File: config.mk
export PLATFORM = sky130hd
export DESIGN_NAME = fft_input_loader
export DESIGN_NICKNAME = d
export VERILOG_FILES = /design/src/rtl/fft_input_loader.sv
export SDC_FILE = /design/constraint.sdc
export NUM_CORES = 1
export LEC_CHECK = 0
export BUFFER_PORTS_ARGS = -buffer_cell sky130_fd_sc_hd__buf_2
export CAP_MARGIN = 15
export CORE_ASPECT_RATIO = 1.25
export CORE_UTILIZATION = 25
export CTS_BUF_LIST = sky130_fd_sc_hd__clkbuf_2
export DETAILED_ROUTE_END_ITERATION = 8
export HOLD_SLACK_MARGIN = 0.06
export PLACE_DENSITY = 0.43
export SYNTH_ARGS = -nofsm -noshare
export SYNTH_HDL_FRONTEND = slang
export SYNTH_SLANG_ARGS = --single-unit
export TNS_END_PERCENT = 100
File: constraint.sdc
create_clock -name i_clk -period 4.39 [get_ports i_clk]
set_input_delay 0.6585 -clock i_clk [delete_from_list [all_inputs] [get_ports i_clk]]
set_output_delay 0.6585 -clock i_clk [all_outputs]
set_load 0.03 [all_outputs]
File: src/rtl/fft_input_loader.sv
// fft_input_loader: moves N=2^log2n FIFO samples into FFT RAM at bit-reversed addresses
module fft_input_loader #(
  parameter int MAX_LOG2N = 10,
  parameter int MIN_LOG2N = 3,
  parameter int DATA_W = 32,
  parameter int ADDR_W = MAX_LOG2N
) (
  input  logic              i_clk,
  input  logic              i_rst,
  input  logic              i_start,
  input  logic [3:0]        i_log2n,
  input  logic              i_fifo_empty,
  output logic              o_store_valid,
  input  logic [DATA_W-1:0] i_store_data,
  output logic              o_ram_we,
  output logic [ADDR_W-1:0] o_ram_addr,
  output logic [DATA_W-1:0] o_ram_wdata,
  output logic              o_busy,
  output logic              o_done,
  output logic              o_err
);
  typedef enum logic [1:0] {IDLE, LOAD, DRAIN, DONE} state_t;
  localparam logic [3:0] MIN_N = 4'(MIN_LOG2N);
  localparam logic [3:0] MAX_N = 4'(MAX_LOG2N);
  localparam logic [3:0] AW_N = 4'(ADDR_W);
  state_t state, next_state;
  logic [3:0] n_reg;
  logic [ADDR_W:0] rd_cnt;
  logic [ADDR_W:0] n_full;
  logic [ADDR_W-1:0] rev_full;
  logic [ADDR_W-1:0] addr_q;
  logic start_ok;
  logic last_rd;
  logic rd_d;
  logic err_q;
  assign n_full = (ADDR_W+1)'(1) << n_reg;
  assign start_ok = i_start && (i_log2n >= MIN_N) && (i_log2n <= MAX_N);
  assign last_rd = o_store_valid && (rd_cnt == n_full - 1'b1);
  // full-width reversal; shifting right by ADDR_W-n_reg leaves an n_reg-bit reversal with zero upper bits
  always_comb begin
    rev_full = '0;
    for (int k = 0; k < ADDR_W; k++) rev_full[ADDR_W-1-k] = rd_cnt[k];
  end
  // state register
  always_ff @(posedge i_clk) begin
    if (i_rst) state <= IDLE;
    else state <= next_state;
  end
  // next-state: start only from IDLE, last read ends LOAD, DRAIN and DONE last one cycle each
  always_comb begin
    next_state = state;
    if (state == IDLE && start_ok) next_state = LOAD;
    else if (state == LOAD && last_rd) next_state = DRAIN;
    else if (state == DRAIN) next_state = DONE;
    else if (state == DONE) next_state = IDLE;
  end
  // outputs: combinational read enable so the FIFO is never read while empty
  always_comb begin
    o_store_valid = (state == LOAD) && !i_fifo_empty && (rd_cnt < n_full);
    o_busy = (state == LOAD) || (state == DRAIN);
    o_done = state == DONE;
    o_ram_we = rd_d;
    o_ram_addr = addr_q;
    o_ram_wdata = i_store_data;
    o_err = err_q;
  end
  // read counter, size latch, one-cycle write pipeline and error pulse
  always_ff @(posedge i_clk) begin
    if (i_rst) begin
      n_reg <= '0;
      rd_cnt <= '0;
      addr_q <= '0;
      rd_d <= 1'b0;
      err_q <= 1'b0;
    end else begin
      rd_d <= o_store_valid;
      err_q <= (state == IDLE) && i_start && !start_ok;
      if (state == IDLE && start_ok) begin
        n_reg <= i_log2n;
        rd_cnt <= '0;
      end
      if (o_store_valid) begin
        rd_cnt <= rd_cnt + 1'b1;
        addr_q <= rev_full >> (AW_N - n_reg);
      end
      if (state == DONE) rd_cnt <= '0;
    end
  end
endmodule

==> flow_summary.yaml <==
finish:
  final_core_util_pct: 26.0
  multi_input_area_mm2: 0.00165
  fin_nets: 377
  syn2layout_area_growth_pct: 0.671
  final_common_cell: "nand2_1"
  nFillCells: 1100
  largest_register_ffs: 11
  num_antenna_cells: 0
  design_area_mm2: 0.00263
  drive_gt1_share_pct: 13.3
  final_cell_mix: "nand2_1, dfxtp_1, a21oi_1"
  ff_latch_area_um2: 581
placed_design:
  gp_congestion: 0.819
  postPlaceCellArea_mm2: 0.00256
  numPortBuffers: 22
  dp_hpwl_um: 4810
  place_ws_ns: 0.878
logic_synthesis:
  synth_seq_cells: 29
  synth_flop_cell: "dfxtp_1"
  ys_warn_count: 0
  synth_top_family_by_area: "simple AND/OR/NAND/NOR gates"
  seq_area_frac_synth_pct: 22.2
  ys_types: 51
  synthCells: 336
  synth_area_mm2: 0.00261
  synth_edf_count: 0
  synth-compound-area-share_pct: 17.3
  synthAdderAreaFrac_pct: 10.5
  ys_async_sr_fraction_pct: 0
  synth.mux.area_fraction_pct: 6.71
  synth_xor_area_share_pct: 6.71
  synth_simple_gate_area_share_pct: 22.0
  synth_fp_nets: 398
  avgSynthCellArea_um2: 7.77
clocking:
  htree_levels: 2
  hold_buffers: 0
  max-clock-path-buffers: 2
  cts_buffers: 5
  post_cts.repair.setup_buffers: 0
  cts_root_buffer: "clkbuf_2"
  cts_resized: 0
  cts_sinks: 29
  clkTransAtPathRegs_ns: 0.21
  cts_tree: "done"
  insertion_delay_ns: 0.42
global_routing:
  grt_pass1_wl_um: 11100
  grtUsageTotal_pct: 13.3
  antenna_found_initial: 0
  grt_pass1_vias: 2197
  overflow: 0
  grt_max_degree: 22
route:
  initialDrtViolationCount: 153
  detail-route-antenna-nets: 0
  routedWlPerCell_um: 15.1
  vias_per_cell: 5.01
  drc_errors: 0
  detail_route.wirelength_um: 6700
  drt_pass1_iterations: 4
  vias: 2231
timing:
  fmax_ghz: 0.248
  whs_ns: 0.464
  post-route-min-period_ns: 4.03
  timing_hold_violations_final: 0
  maxSlewViolCount: 0
  worst_pin_slew_ns: 0.764
  tns_ns: 0
  clock_skew_ns: 0.0518
  period_share_pct: 91.7
  setup_viol: 0
  rsz0062_at_grt: "no"
  setup_slack_ns: 0.362
  slew_headroom_pct: 48.7
worst_hold_path:
  min_path_type: "register to register"
  holdPathEnd: "o_ram_addr[5]"
  holdPathStages: 2
  worstHoldStart: "o_ram_addr[5]"
floorplanning:
  die_w_um: 93.4
  core_area_mm2: 0.0101
  fp.dieArea_mm2: 0.0109
  start_util_pct: 25.8
  rows: 41
  die_y_um: 116
  pin_count: 87
power:
  power.density_mw_per_mm2: 271
  leakage_nw: 0.959
  irDropWorstVdd_mv: 0.180
setup_path:
  cp-startpoint: "n_reg[2]"
  worst_setup_path_end_kind: "primary output"
  r2r_end: "state[1]"
  start_kind: "register"
  crit_buf_inv: 2
  worstPathArrival_ns: 3.37
  worst-path-stages: 8
  path_class: "register to primary output"
  slowest_stage: "dfxtp_1"
  crit_path_max_incr_delay_ns: 0.66
  cp.required_ns: 3.73
  reg2reg_slack_ns: 0.93
  reg2reg_depth: 10
  worst_r2r_startpoint: "n_reg[2]"
  crit_fanout: 21
  path_delay_family: "simple AND/OR/NAND/NOR gates"
  crit_chain: "nor2b_1 -> nand2_1 -> ha_1 -> a22o_1 -> o41a_1 -> or2_4 -> clkinv_1 -> buf_2"
flow_run:
  maxCapViolations: 0
run_status:
  status: "finished clean"
-- cell type report --
type	count	share of cell area [%]
clock buffer	6	1.14
clock inverter	2	1.29
inverter	10	1.43
multi-input combinational	244	62.9
sequential	29	22.1
tap	129	6.14
timing repair buffer	25	5.05
-- where the power goes --
part	switching, mW	leakage, nW	internal [mW]
logic	0.135	0.684	0.0837
registers	0.0121	0.235	0.271
clock network	0.111	0.0406	0.0970
-- worst reg2reg max path: stages (launching register included) --
cell and delay [ns]:
dfxtp_1 0.66, nor2b_1 0.44, nand2_1 0.12, ha_1 0.31, a22o_1 0.23, o41a_1 0.51
or2_4 0.41, clkinv_1 0.09, buf_4 0.23, nand4_1 0.12, a211oi_1 0.28
-- metrics by stage --
step | power [mW] | instances
4_1_cts | 0.720 | 445
5_1_grt | 0.750 | 445
6_report | 0.711 | 445
3_5_place_dp | 0.508 | 437
2_1_floorplan | 0.513 | 336
3_3_place_gp | 0.508 | 437
-- Yosys cell counts (all sizes together) (2+ instances only) --
cell type	n	share of area (%)
a41oi	2	0.67
nand2b	3	0.72
or3	7	1.7
xor2	4	1.3
mux2i	13	5.0
nor3b	3	0.86
nor3	12	2.3
a21oi	28	5.4
nor2	18	2.6
o21ai	16	3.1
clkbuf	16	2.3
nand3	14	2.7
o2111ai	2	0.67
dfxtp	29	22
or2	4	1.1
xnor2	16	5.4
mux2	2	0.86
nand4	2	0.48
clkinv	2	0.29
ha	22	11
a21o	2	0.58
o211ai	5	1.4
nand3b	8	2.3
a211oi	4	1.2
inv	8	1.2
buf	37	11
nand2	36	5.2
-- logic make-up (layout without fill, tap and decap cells) --
logic type / after synthesis / count (layout)
fa+ha+maj: 22 / 22
mux: 16 / 16
xor+xnor: 20 / 20
compound gates: 72 / 72
buf+inv: 63 / 43
simple gates: 114 / 114
flops: 29 / 29
-- routing by layer --
layer | wire (um) | up-vias | GRT usage [%]
li1 | - | 1106 | -
met1 | 2900 | 1052 | 15.3
met2 | 3320 | 55 | 23.3
met3 | 280 | 18 | 2.47
met4 | 208 | 0 | 6.87
met5 | 0 | - | 0
-- worst max-delay path by stage --
stage                                to  slack [ns]
after CTS                 o_store_valid        0.35
after global placement    o_store_valid        0.93
after floorplan           o_store_valid        0.93
after detailed placement  o_store_valid        0.88
final                     o_store_valid        0.36
after global routing      o_store_valid        0.15
(Power assumes the default switching activity.)
